**config.mk**
```make
export PLATFORM = sky130hd
export DESIGN_NAME = chr_text_writer_flat
export DESIGN_NICKNAME = d
export VERILOG_FILES = /design/src/rtl/chr_text_writer_pkg.sv /design/src/rtl/chr_text_writer_if.sv /design/src/rtl/chr_text_writer.sv /design/src/flat_wrapper.sv
export SDC_FILE = /design/constraint.sdc
export NUM_CORES = 1
export LEC_CHECK = 0
export ABC_AREA = 1
export ABC_CLOCK_PERIOD_IN_PS = 1450
export CORE_MARGIN = 2
export CORE_UTILIZATION = 39
export CTS_CLUSTER_SIZE = 16
export DETAILED_ROUTE_END_ITERATION = 7
export GPL_TIMING_DRIVEN = 0
export PLACE_DENSITY = 0.67
export SYNTH_ARGS = -nofsm -noshare
export SYNTH_HDL_FRONTEND = slang
export SYNTH_SLANG_ARGS = --single-unit
```
**constraint.sdc**
```tcl
create_clock -name clk -period 1.45 [get_ports clk]
set_input_delay 0.145 -clock clk [delete_from_list [all_inputs] [get_ports clk]]
set_output_delay 0.145 -clock clk [all_outputs]
set_load 0.05 [all_outputs]
```
**src/rtl/chr_text_writer_pkg.sv**
```systemverilog
// Shared definitions for the character-map text writer: control codes, glyph range,
// FSM encoding and the cell payload layout.
package chr_text_writer_pkg;

  localparam logic [7:0] CC_LF = 8'h0A;
  localparam logic [7:0] CC_CR = 8'h0D;
  localparam logic [7:0] CC_BS = 8'h08;
  localparam logic [7:0] CC_FF = 8'h0C;

  localparam logic [7:0] GLYPH_BASE = 8'h20;
  localparam logic [7:0] GLYPH_LAST = 8'h5F;

  localparam int unsigned STATE_W = 1;
  localparam logic [STATE_W-1:0] ST_IDLE  = 1'b0;
  localparam logic [STATE_W-1:0] ST_CLEAR = 1'b1;

  // One character-map cell as written to the BG map.
  typedef struct packed {
    logic [1:0] palette;
    logic [5:0] glyph;
  } chr_cell_t;

  function automatic logic is_printable(input logic [7:0] b);
    return (b >= GLYPH_BASE) && (b <= GLYPH_LAST);
  endfunction

endpackage

```
**src/rtl/chr_text_writer_if.sv**
```systemverilog
// Byte-stream handshake feeding the text writer.
interface chr_text_writer_if;
  logic [7:0] in_data;
  logic       in_valid;
  logic       in_ready;

  modport master (output in_data, output in_valid, input in_ready);
  modport slave  (input in_data, input in_valid, output in_ready);
endinterface

```
**src/rtl/chr_text_writer.sv**
```systemverilog
// Turns an ASCII/control byte stream into character-map write cycles, keeping a
// text cursor and running a full-map clear on form feed.
module chr_text_writer
  import chr_text_writer_pkg::*;
#(
  parameter int unsigned CHR_SIZE_BITS = 6
) (
  input  logic                     clk,
  input  logic                     reset,
  chr_text_writer_if.slave         bus,
  input  logic [1:0]               palette_sel,
  input  logic                     cursor_set,
  input  logic [CHR_SIZE_BITS-1:0] cursor_col,
  input  logic [CHR_SIZE_BITS-1:0] cursor_row,
  output logic signed [31:0]       chr_address,
  output logic signed [7:0]        chr_din,
  output logic                     chr_we,
  output logic                     busy,
  output logic [CHR_SIZE_BITS-1:0] cur_col,
  output logic [CHR_SIZE_BITS-1:0] cur_row
);

  localparam int unsigned CW = CHR_SIZE_BITS;
  localparam int unsigned AW = 2 * CHR_SIZE_BITS;

  logic [STATE_W-1:0] state, state_nxt;
  logic [AW-1:0]      clr_cnt, clr_nxt;
  logic [CW-1:0]      col_nxt, row_nxt;
  logic               we_nxt, busy_nxt;
  logic [31:0]        addr_nxt;
  chr_cell_t          cell_nxt;

  // cursor_set takes priority over a byte offered in the same cycle
  assign bus.in_ready = (state == ST_IDLE) && !cursor_set;

  always_ff @(posedge clk or posedge reset) begin
    if (reset) begin
      state       <= ST_IDLE;
      clr_cnt     <= '0;
      cur_col     <= '0;
      cur_row     <= '0;
      chr_we      <= 1'b0;
      chr_address <= '0;
      chr_din     <= '0;
      busy        <= 1'b0;
    end else begin
      state       <= state_nxt;
      clr_cnt     <= clr_nxt;
      cur_col     <= col_nxt;
      cur_row     <= row_nxt;
      chr_we      <= we_nxt;
      chr_address <= addr_nxt;
      chr_din     <= 8'(cell_nxt);
      busy        <= busy_nxt;
    end
  end

  always_comb begin
    state_nxt = state;
    clr_nxt   = clr_cnt;
    col_nxt   = cur_col;
    row_nxt   = cur_row;
    we_nxt    = 1'b0;
    busy_nxt  = 1'b0;
    addr_nxt  = chr_address;
    cell_nxt  = chr_cell_t'(chr_din);

    case (state)
      ST_IDLE: begin
        if (cursor_set) begin
          col_nxt = cursor_col;
          row_nxt = cursor_row;
        end else if (bus.in_valid) begin
          if (is_printable(bus.in_data)) begin
            we_nxt   = 1'b1;
            addr_nxt = 32'({cur_row, cur_col});
            cell_nxt = '{palette: palette_sel, glyph: 6'(bus.in_data - GLYPH_BASE)};
            col_nxt  = cur_col + CW'(1);
            if (cur_col == '1) row_nxt = cur_row + CW'(1);
          end else begin
            case (bus.in_data)
              CC_LF: begin
                col_nxt = '0;
                row_nxt = cur_row + CW'(1);
              end
              CC_CR: col_nxt = '0;
              CC_BS: if (cur_col != '0) col_nxt = cur_col - CW'(1);
              // Cell 0 is issued on the accepting edge so the clear starts at once
              CC_FF: begin
                state_nxt = ST_CLEAR;
                busy_nxt  = 1'b1;
                col_nxt   = '0;
                row_nxt   = '0;
                we_nxt    = 1'b1;
                addr_nxt  = '0;
                cell_nxt  = '{palette: palette_sel, glyph: 6'd0};
                clr_nxt   = AW'(1);
              end
              default: ;
            endcase
          end
        end
      end

      // clr_cnt wraps to zero once the last cell has been issued
      ST_CLEAR: begin
        if (clr_cnt == '0) begin
          state_nxt = ST_IDLE;
        end else begin
          busy_nxt = 1'b1;
          we_nxt   = 1'b1;
          addr_nxt = 32'(clr_cnt);
          cell_nxt = '{palette: palette_sel, glyph: 6'd0};
          clr_nxt  = clr_cnt + AW'(1);
        end
      end

      default: state_nxt = ST_IDLE;
    endcase
  end

endmodule

```
**src/flat_wrapper.sv**
```systemverilog
// flat-port wrapper written by rule: the top's interface ports become plain ports
module chr_text_writer_flat import chr_text_writer_pkg::*;
#(
  parameter int unsigned CHR_SIZE_BITS = 6
)
  (clk, reset, palette_sel, cursor_set, cursor_col, cursor_row, chr_address, chr_din, chr_we, busy, cur_col, cur_row, bus_in_data, bus_in_valid, bus_in_ready);
  chr_text_writer_if bus_i ();
  input  logic clk;
  input  logic reset;
  input  logic [1:0] palette_sel;
  input  logic cursor_set;
  input  logic [CHR_SIZE_BITS-1:0] cursor_col;
  input  logic [CHR_SIZE_BITS-1:0] cursor_row;
  output logic signed [31:0] chr_address;
  output logic signed [7:0] chr_din;
  output logic chr_we;
  output logic busy;
  output logic [CHR_SIZE_BITS-1:0] cur_col;
  output logic [CHR_SIZE_BITS-1:0] cur_row;
  input wire logic [$bits(bus_i.in_data)-1:0] bus_in_data;
  input wire logic [$bits(bus_i.in_valid)-1:0] bus_in_valid;
  output wire logic [$bits(bus_i.in_ready)-1:0] bus_in_ready;
  assign bus_i.in_data = bus_in_data;
  assign bus_i.in_valid = bus_in_valid;
  assign bus_in_ready = bus_i.in_ready;
  chr_text_writer #(.CHR_SIZE_BITS(CHR_SIZE_BITS)) u_core (.clk(clk), .reset(reset), .bus(bus_i), .palette_sel(palette_sel), .cursor_set(cursor_set), .cursor_col(cursor_col), .cursor_row(cursor_row), .chr_address(chr_address), .chr_din(chr_din), .chr_we(chr_we), .busy(busy), .cur_col(cur_col), .cur_row(cur_row));
endmodule
```
Yosys cells after proc, flatten, opt, wreduce, memory -nomap -nowiden
Cells that the tools add are included.

storage, ports and cells
  register bits after elaboration = 66
  bits in latches = 0
  memory bits (writable) = 0
  ROM bits = 0
  input port bits = 26
  output and inout port bits = 55
  logic and storage cells = 79
  memories = 0

cells by class
  $add $sub $neg = 5
  multiply operators = 0
  div/mod/pow operators = 0
  order comparisons = 2
  equality and inequality tests = 13
  shift operators = 0
  muxes and demuxes = 38
  bitwise operators = 1
  reductions and logical operators = 13

operator list
  cell                     number
  $mux W32                 5
  $pmux W32 S2             1
  $mux W12                 5
  $mux W6                  8
  $mux W8                  5
  $eq A8 B4 Y1 const B     4
  $pmux W12 S2             1
  $pmux W6 S2              2
  $pmux W8 S2              1
  $add A12 B1 Y12 const B  1
  $add A6 B1 Y6 const B    2
  $logic_not A12 Y1        1
  $reduce_and A4 Y1        3
  $ne A2 B2 Y1 const B     5
  $ge A8 B6 Y1 const B     1
  $le A8 B7 Y1 const B     1
  $mux W1                  8
  $reduce_bool A4 Y1       2
  $eq A6 B6 Y1 const B     1
  $ne A3 B3 Y1 const B     2
  $reduce_bool A6 Y1       1
  $sub A6 B1 Y6 const B    1
  $sub A6 B6 Y6 const B    1
  $reduce_and A5 Y1        1
  other kinds (7)          9

Depth between registers and ports, before layout
Gate-level depths: netlist of the first run.

  depth after elaboration = 6
  depth in mapped cells = 12
  mapped depth without buffers = 11

Worst setup path before layout of the first run
No wires, ideal clock.

  path kind = reg-to-reg
  from = register u_core.cur_col[1]
  to = register u_core.cur_row[2]
  arrival = 1.725 ns
  slack = -0.395 ns
  cell stages (with the launch flop) = 9
  path buffers = 0
  clock period less this slack = 1.845 ns
  cell sequence = dfrtp_1 > ha_1 > nand3_1 > o21ai_1 > nor2_1 > nor2_2 > nand2_2 > nand2_1 > nand2_1

between the ends
  cells in the longest elaborated chain, start to end = 3

RTL lines
  item                         line                   source
  start: declaration           chr_text_writer.sv:19  output logic [CHR_SIZE_BITS-1:0] cur_col,
  start signal: assignment     chr_text_writer.sv:49  cur_col <= col_nxt;
  $eq A6 B6 Y1                 chr_text_writer.sv:79  if (cur_col == '1) row_nxt = cur_row + CW'(1);
  $ne A3 B3 Y1 (no line)       n/a
  $reduce_and A4 Y1 (no line)  n/a
  end signal: assignment       chr_text_writer.sv:50  cur_row <= row_nxt;
  end: declaration             chr_text_writer.sv:20  output logic [CHR_SIZE_BITS-1:0] cur_row

No other way between the ends.
A chain may end at the register's enable or synchronous reset.

Worst setup path after layout of the first run
  from = register u_core.cur_col[0]
  to = register u_core.cur_col[5]

between the ends
  cells in the longest elaborated chain, start to end = 6
  elaborated cells between the ends (all ways) = 10

RTL lines
  item           line                   source
  $sub A6 B1 Y6  chr_text_writer.sv:87  CC_BS: if (cur_col != '0) col_nxt = cur_col - CW'(1);
  $mux W6        chr_text_writer.sv:87
  $pmux W6 S2    chr_text_writer.sv:81  case (bus.in_data)
  $mux W6        chr_text_writer.sv:74  if (is_printable(bus.in_data)) begin
  $mux W6        chr_text_writer.sv:73  end else if (bus.in_valid) begin
  $mux W6        chr_text_writer.sv:70  if (cursor_set) begin

Several ways; a longest one is shown, not always the timed one. The select of a mux whose other input is x is not followed.

==> results of run 1 <==
## worst paths after layout
| kind | endpoint | cells after the start | slack [ns] | from |
|---|---|---|---|---|
| setup reg to reg | u_core.cur_col[5] | 9 | -0.09 | u_core.cur_col[0] |
| setup / recovery | u_core.cur_col[5] | 9 | -0.09 | u_core.cur_col[0] |
| hold reg to reg | u_core.chr_address[3] | 2 | 0.47 | u_core.chr_address[3] |
| min in group asynchronous | u_core.chr_din[1] | 2 | 0.16 | reset |
| hold / removal | u_core.chr_din[2] | 3 | 0.14 | bus_in_data[2] |
| max in group asynchronous | u_core.busy | 3 | 0.78 | reset |
## worst register-to-register path, delay by kind of cell (launching register included)
family	cells	cell delay, ns
adder cells (fa/ha/maj)	1	0.22
AND/OR/NAND/NOR	7	0.60
buffers and inverters	1	0.21
flip-flops	1	0.45
## final cells by class
type	instances	area (sq um)
repair buffers	86	786
clock inverters	1	8.76
plain buffers	34	268
multi-input cells	334	1930
fillers	712	3160
clock buffers	7	96.3
inverters	35	153
flip-flops and latches	46	1160
well taps	102	128
## stage by stage
stage	area (sq um)	instances
3_5_place_dp	3900	611
4_1_cts	4340	638
6_report	4520	645
2_1_floorplan	3170	449
5_1_grt	4520	645
3_3_place_gp	3880	610
## metal layers
metal | wire, um | part of all wire | vias to the layer above
met4 | 211 | 0.024 | 0
met3 | 617 | 0.069 | 25
met5 | 0 | 0 | -
met1 | 3850 | 0.43 | 1563
li1 | - | - | 1557
met2 | 4290 | 0.48 | 164
## state kept, by name, indices dropped and copies added (netlist names)
| signal | cells |
|---|---|
| u_core.chr_address | 12 |
| u_core.clr_cnt | 12 |
| u_core.chr_din | 8 |
| u_core.cur_col | 6 |
| u_core.cur_row | 6 |
| u_core.busy | 1 |
| u_core.chr_we | 1 |
## timing repair
| item | CTS | global route |
|---|---|---|
| buffers inserted | 16 | 7 |
| setup endpoints to repair | 77 | 53 |
| resized for setup | 120 | 57 |
| cloned | 4 | 1 |
| hold buffers | 0 | 0 |
| pin swaps | 16 | 11 |
## power breakdown
group,switching [W],internal (W)
Sequential,0.000187,0.00146
Clock,0.000462,0.000438
Combinational,0.00139,0.000665
Total,0.00204,0.00256
## layout by cell type (no fill, tap or decap), types with 18 or more instances in the layout
cell / count
dlygate4sd2_1: 26
nor2_1: 27
dfrtp_1: 39
conb_1: 20
buf_4: 40
nand3_1: 32
nand2_1: 117
inv_1: 19
nand2_2: 31
clkdlybuf4s50_1: 18
## kinds of logic after synthesis
family	Yosys count	share of synthesized area
flops	46	0.376
xor+xnor	10	0.0286
buf+inv	70	0.129
other cells	1	0.00122
compound gates	44	0.0788
simple gates	253	0.362
fa+ha+maj	6	0.0245
==> results by group, run 1 <==
Place
  • Port Buffers: around 60
  • Gpl congestion: approximately 0.9
  • Hpwl dp: 6.06 mm
  • Post-place setup slack: -0.422 ns

Synth
  • Yosys top cell area share: 0.376
  • Post-synth cell types: 32
  • Post-synth EDFFs: 0
  • Area contributors post-synth: dfrtp_1 (38%), nand2_1 (18%), nand3_1 (7.5%)
  • Synth area leader: dfrtp_1
  • Top cells by count, synth: nand2_1 (145), dfrtp_1 (46), nand3_1 (46)
  • Cell area after synthesis: roughly 3100 sq um
  • Synth Register Bits: 46
  • Post-synth top flop: dfrtp_1
  • Syn Area/Cell: between 7 and 8 sq um
  • Sequential-to-total area share from yosys stat: 0.376
  • Top-count cell post-synth: nand2_1
  • Yosys warnings: 0
  • Post-synthesis instance total: 430
  • Asr flop ratio synth: 1.00

Clock tree
  • Max clock buf depth: 2
  • CTS tree: yes
  • Clk root buf: clkbuf_8
  • H-tree Lvls: 2
  • Worst-skew pair later-pin latency: about 0.30 ns
  • Clock Sinks: between 40 and 50
  • Num CTS Buffers: 5
  • Clock-pin slew on the worst setup and hold paths: ~0.09 ns

Worst setup path
  • CP Class: reg2reg
  • Worst-path fanout max: 5
  • Slowest stage cell, crit path: dfrtp_2
  • Setup crit start kind: flop
  • Crit. End Element: flop
  • WP data required: around 1.7 ns
  • Slowest stage delay, CP: roughly 0.45 ns
  • Cells along the critical path: clkinvlp_4 -> ha_4 -> nand3_2 -> nand3_2 -> nand3_4 -> nand2_4 -> nor2_2 -> nand2_1 -> nand2_1
  • Top delay family on crit path: simple AND/OR/NAND/NOR gates
  • WP data arrival: approximately 1.8 ns
  • Worst path buffer plus inverter count: 1

Timing
  • Slew Limit Fails: 0
  • Sum Neg Setup Slack: -2.05 ns
  • Worst slew pin tran: roughly 0.51 ns
  • Unrepaired setup endpoints after global routing: true
  • Maximum clock rate: about 650 MHz
  • Final Critical Period: between 1.5 and 2 ns
  • Hold WS: about 0.14 ns
  • Final setup fails: 42
  • Max_slew headroom: 0.657
  • Final Cycle Share: 1.06
  • Final hold vios: 0
  • Setup Skew: 0.00583 ns
  • Final WS setup: -0.0873 ns

Cells and area
  • N_diodes: 0
  • Share of cells above drive strength 1: 0.348
  • Fin util: 0.589
  • Syn-to-layout area delta: 47.6%
  • Layout net count: ~570

Floorplanning
  • Chip width: around 93 um
  • IO Pins: between 80 and 90
  • Row cnt: 32
  • Die Area: ~8600 sq um
  • Core area: ~7700 sq um
  • Initial Util: 0.399
  • DIE HEIGHT: a little over 90 um

Global route
  • Initial antenna violation count: 0
  • Vias in the first global route: a little over 3000
  • Overall routing resource usage: 0.211
  • GRT met1 Usage: 0.286
  • Grt total ovfl: 0
  • Grt peak-use layer: met2
  • First-pass GRT wire length: ~15 mm
  • Met3 GRT Util: 0.0236
  • Global Route met2 Usage: 0.350
  • Largest net degree at the start of global routing: 28

Route
  • Vias/cell: 5.13
  • ANT nets after route: 0
  • Wire length per cell: about 14 um
  • Vias after detailed routing: 3309
  • Total iterations of the first detailed-routing run: 6
  • Final WL: about 9.0 mm
  • DRC violations left: 0
  • DRT iter0 DRCs: 240

Power
  • Max VDD drop: slightly above 0.0005 V
  • PwrDens: just over 1000 nW/um^2
  • P_leak: 2.32 nW
  • Total power: approximately 0.0046 W

Outcome
  • Failing checks: negative setup slack
  • Status: complete, but fails checks

Min path
  • Hold Crit Class: in2reg

Flow run
  • Max Cap Violations: 0
Power figures use the tool's default switching activity.
==> run 2: changes to the inputs <==
--- a/config.mk
+++ b/config.mk
@@ -6,13 +6,15 @@
 export NUM_CORES = 1
 export LEC_CHECK = 0
 export ABC_AREA = 1
-export ABC_CLOCK_PERIOD_IN_PS = 1450
+export ABC_CLOCK_PERIOD_IN_PS = 2000
+export CORE_ASPECT_RATIO = 0.8
 export CORE_MARGIN = 2
 export CORE_UTILIZATION = 39
 export CTS_CLUSTER_SIZE = 16
 export DETAILED_ROUTE_END_ITERATION = 7
 export GPL_TIMING_DRIVEN = 0
-export PLACE_DENSITY = 0.67
+export PLACE_DENSITY = 0.64
+export SLEW_MARGIN = 10
 export SYNTH_ARGS = -nofsm -noshare
 export SYNTH_HDL_FRONTEND = slang
 export SYNTH_SLANG_ARGS = --single-unit
==> constraint.sdc (replaced) <==
create_clock -name clk -period 2 [get_ports clk]
set_input_delay 0.2 -clock clk [delete_from_list [all_inputs] [get_ports clk]]
set_output_delay 0.2 -clock clk [all_outputs]
set_load 0.05 [all_outputs]
==> results by group, run 2 (same netlist as run 1, synthesis figures left out) <==
Worst setup path
  • WP data required: 1.80 ns (was 1.70 ns)
  • Top delay family on crit path: buffers and inverters (was simple AND/OR/NAND/NOR gates)
  • Crit. End Element: primary output (was flop)
  • Setup crit start kind: flop (unchanged)
  • CP Class: reg2out (was reg2reg)
  • Cells along the critical path: clkbuf_2 -> nor2_1 -> clkdlybuf4s15_1 (was clkinvlp_4 -> ha_4 -> nand3_2 -> nand3_2 -> nand3_4 -> nand2_4 -> nor2_2 -> nand2_1 -> nand2_1)
  • Worst-path fanout max: 10 (was 5)
  • Slowest stage delay, CP: 0.51 ns (was 0.45 ns)
  • R2r setup slk: 0.28 ns (was -0.09 ns)
  • Worst reg2reg path depth: 9 (unchanged)
  • Worst path buffer plus inverter count: 2 (was 1)
  • Reg2reg end: u_core.cur_col[0] (was u_core.cur_col[5])
  • Critical path endpoint: bus_in_ready (was u_core.cur_col[5])
  • Crit. path cell count: 3 (was 9)
  • Slowest stage cell, crit path: clkdlybuf4s15_1 (was dfrtp_2)
  • Reg2Reg Launch Point: u_core.cur_col[0] (unchanged)
  • WP data arrival: 1.74 ns (was 1.78 ns)
  • Worst Setup SP: u_core.busy (was u_core.cur_col[0])

Timing
  • Unrepaired setup endpoints after global routing: false (was true)
  • Max_slew headroom: 0.662 (was 0.657)
  • Maximum clock rate: about 520 MHz
  • Final Cycle Share: 0.969
  • Final hold vios: 0 (unchanged)
  • Slew Limit Fails: 0 (unchanged)
  • Sum Neg Setup Slack: 0 ns (was -2.05 ns)
  • Hold WS: 0.138 ns (was 0.144 ns)
  • Final setup fails: 0 (was 42)
  • Worst slew pin tran: 0.506 ns (was 0.513 ns)
  • Final Critical Period: just under 2 ns
  • Setup Skew: 0.00478 ns (was 0.00583 ns)
  • Final WS setup: 0.0630 ns (was -0.0873 ns)

Power
  • P_leak: 1.97 nW (was 2.32 nW)
  • PwrDens: 809 nW/um^2 (was 1020 nW/um^2)
  • Total power: 0.00322 W (was 0.00461 W)
  • Sw power: 0.00138 W (was 0.00204 W)
  • Max VDD drop: 0.000505 V (was 0.000516 V)
  • Internal: 0.00184 W (was 0.00256 W)
  • Flop pwr share: 0.365 (was 0.357)
  • Clock network power share: 0.201 (was 0.195)
  • Sw Share: 0.429 (was 0.444)
  • Combinational share of power: 0.433 (was 0.447)

Route
  • DRT iter0 DRCs: 191 (was 240)
  • Total iterations of the first detailed-routing run: 4 (was 6)
  • DRC violations left: 0 (unchanged)
  • ANT nets after route: 0 (unchanged)
  • Vias/cell: 4.72 (was 5.13)
  • Wire length per cell: 12.7 um (was 13.9 um)
  • Final WL: 7.88 mm (was 8.97 mm)
  • Vias after detailed routing: 2938 (was 3309)

Place
  • Post-place setup slack: 0.00579 ns (was -0.422 ns)
  • Hpwl dp: 6.13 mm (was 6.06 mm)
  • Port Buffers: 59 (unchanged)
  • Gpl congestion: 0.904 (was 0.891)

Clock tree
  • Num CTS Buffers: 5 (unchanged)
  • Clk root buf: clkbuf_8 (unchanged)
  • CTS tree: yes (unchanged)
  • Clock Sinks: 46 (unchanged)
  • H-tree Lvls: 2 (unchanged)
  • Max clock buf depth: 2 (unchanged)
  • Clock-pin slew on the worst setup and hold paths: 0.09 ns (about the same)
  • Hold_buf cts: 0 (unchanged)
  • Worst-skew pair later-pin latency: 0.30 ns (about the same)
  • Post-CTS Setup Inserts: 0 (was 16)

Cells and area
  • Fin util: 0.532 (was 0.589)
  • N_diodes: 0 (unchanged)
  • Layout net count: 548 (was 574)
  • Most frequent cells in the layout: nand2_1 (145), clkdlybuf4s50_1 (58), nand3_1 (46), dfrtp_1 (46), nor2_1 (33) (was nand2_1 (117), buf_4 (40), dfrtp_1 (39))
  • Largest registers: u_core.chr_address: 12 flops, u_core.clr_cnt: 12 flops, u_core.chr_din: 8 flops (unchanged)
  • Share of cells above drive strength 1: 0.133 (was 0.348)
  • Commonest non-fill, non-tap cell in the layout: nand2_1 (unchanged)
  • Fillers: 788 (was 712)
  • Syn-to-layout area delta: 30.0% (was 47.6%)

Outcome
  • Status: finished, final reports clean (was complete, but fails checks)

Floorplanning
  • Row cnt: 28 (was 32)
  • DIE HEIGHT: 83.3 um (was 92.7 um)
  • IO Pins: 81 (unchanged)
  • Core area: 7500 sq um (was 7690 sq um)
  • Initial Util: 0.409 (was 0.399)
  • Die Area: 8590 sq um (was 8580 sq um)
  • Chip width: 103 um (was 92.7 um)

Global route
  • First-pass GRT wire length: 13.2 mm (was 14.6 mm)
  • Overall routing resource usage: 0.192 (was 0.211)
  • Initial antenna violation count: 0 (unchanged)
  • Vias in the first global route: 2704 (was 3047)
  • Grt total ovfl: 0 (unchanged)
  • Largest net degree at the start of global routing: 37 (was 28)

Flow run
  • Max Cap Violations: 0 (unchanged)

Min path
  • Hold Crit Class: in2async (was in2reg)
## run 2: routing by layer
layer | vias to the layer above | GRT usage | share of wire
met1 | 1330 | 0.305 | 0.49
met5 | - | 0 | 0
li1 | 1500 | - | -
met3 | 5 | 0.0362 | 0.082
met4 | 0 | 0.0323 | 0.0057
met2 | 103 | 0.271 | 0.42
## run 2: layout make-up
cell class / count / area (sq um) / share of cell area
plain buffers: 35 / 258 / 0.0647
repair buffers: 60 / 611 / 0.153
well taps: 105 / 131 / 0.0330
flip-flops and latches: 46 / 1150 / 0.289
clock inverters: 1 / 8.76 / 0.00220
multi-input cells: 333 / 1590 / 0.399
clock buffers: 7 / 96.3 / 0.0242
inverters: 35 / 139 / 0.0349
## run 2: worst min path at each step
| stage | startpoint | end | slack (ns) |
|---|---|---|---|
| 3_3_place_gp | u_core.chr_din[6] | u_core.chr_din[6] | 0.45 |
| 2_1_floorplan | palette_sel[0] | u_core.chr_din[6] | 0.32 |
| 6_report | reset | u_core.clr_cnt[8] | 0.14 |
| 5_1_grt | reset | u_core.clr_cnt[8] | 0.16 |
| 4_1_cts | reset | u_core.clr_cnt[8] | 0.14 |
| 3_5_place_dp | u_core.chr_address[1] | u_core.chr_address[1] | 0.46 |
## run 2: timing repair
item / 4_1_cts / 5_1_grt
resized for setup: 2 / 1
setup endpoints to repair: 1 / 1
pin swaps: 0 / 0
## run 2: stage by stage
step / instances / cell area (sq um)
global route: 622 / 3990
detailed placement: 614 / 3880
global placement: 613 / 3860
CTS: 622 / 3980
floorplan: 449 / 3140
finish: 622 / 3990
## run 2: power by group through the flow
| stage | clock [W] | sequential (W) | combinational [W] |
|---|---|---|---|
| floorplan | 0 | 0.00160 | 0.000539 |
| global placement | 0 | 0.00119 | 0.00138 |
| detailed placement | 0 | 0.00119 | 0.00140 |
| CTS | 0.000661 | 0.00118 | 0.00140 |
| global route | 0.000701 | 0.00120 | 0.00151 |
| finish | 0.000648 | 0.00118 | 0.00140 |
==> run 3: changes to the inputs <==
--- a/config.mk
+++ b/config.mk
@@ -14,7 +14,6 @@
 export DETAILED_ROUTE_END_ITERATION = 7
 export GPL_TIMING_DRIVEN = 0
 export PLACE_DENSITY = 0.64
-export SLEW_MARGIN = 10
 export SYNTH_ARGS = -nofsm -noshare
 export SYNTH_HDL_FRONTEND = slang
 export SYNTH_SLANG_ARGS = --single-unit
==> results of run 3 <==
Final layout, timing and power as in run 2 (identical DEF).
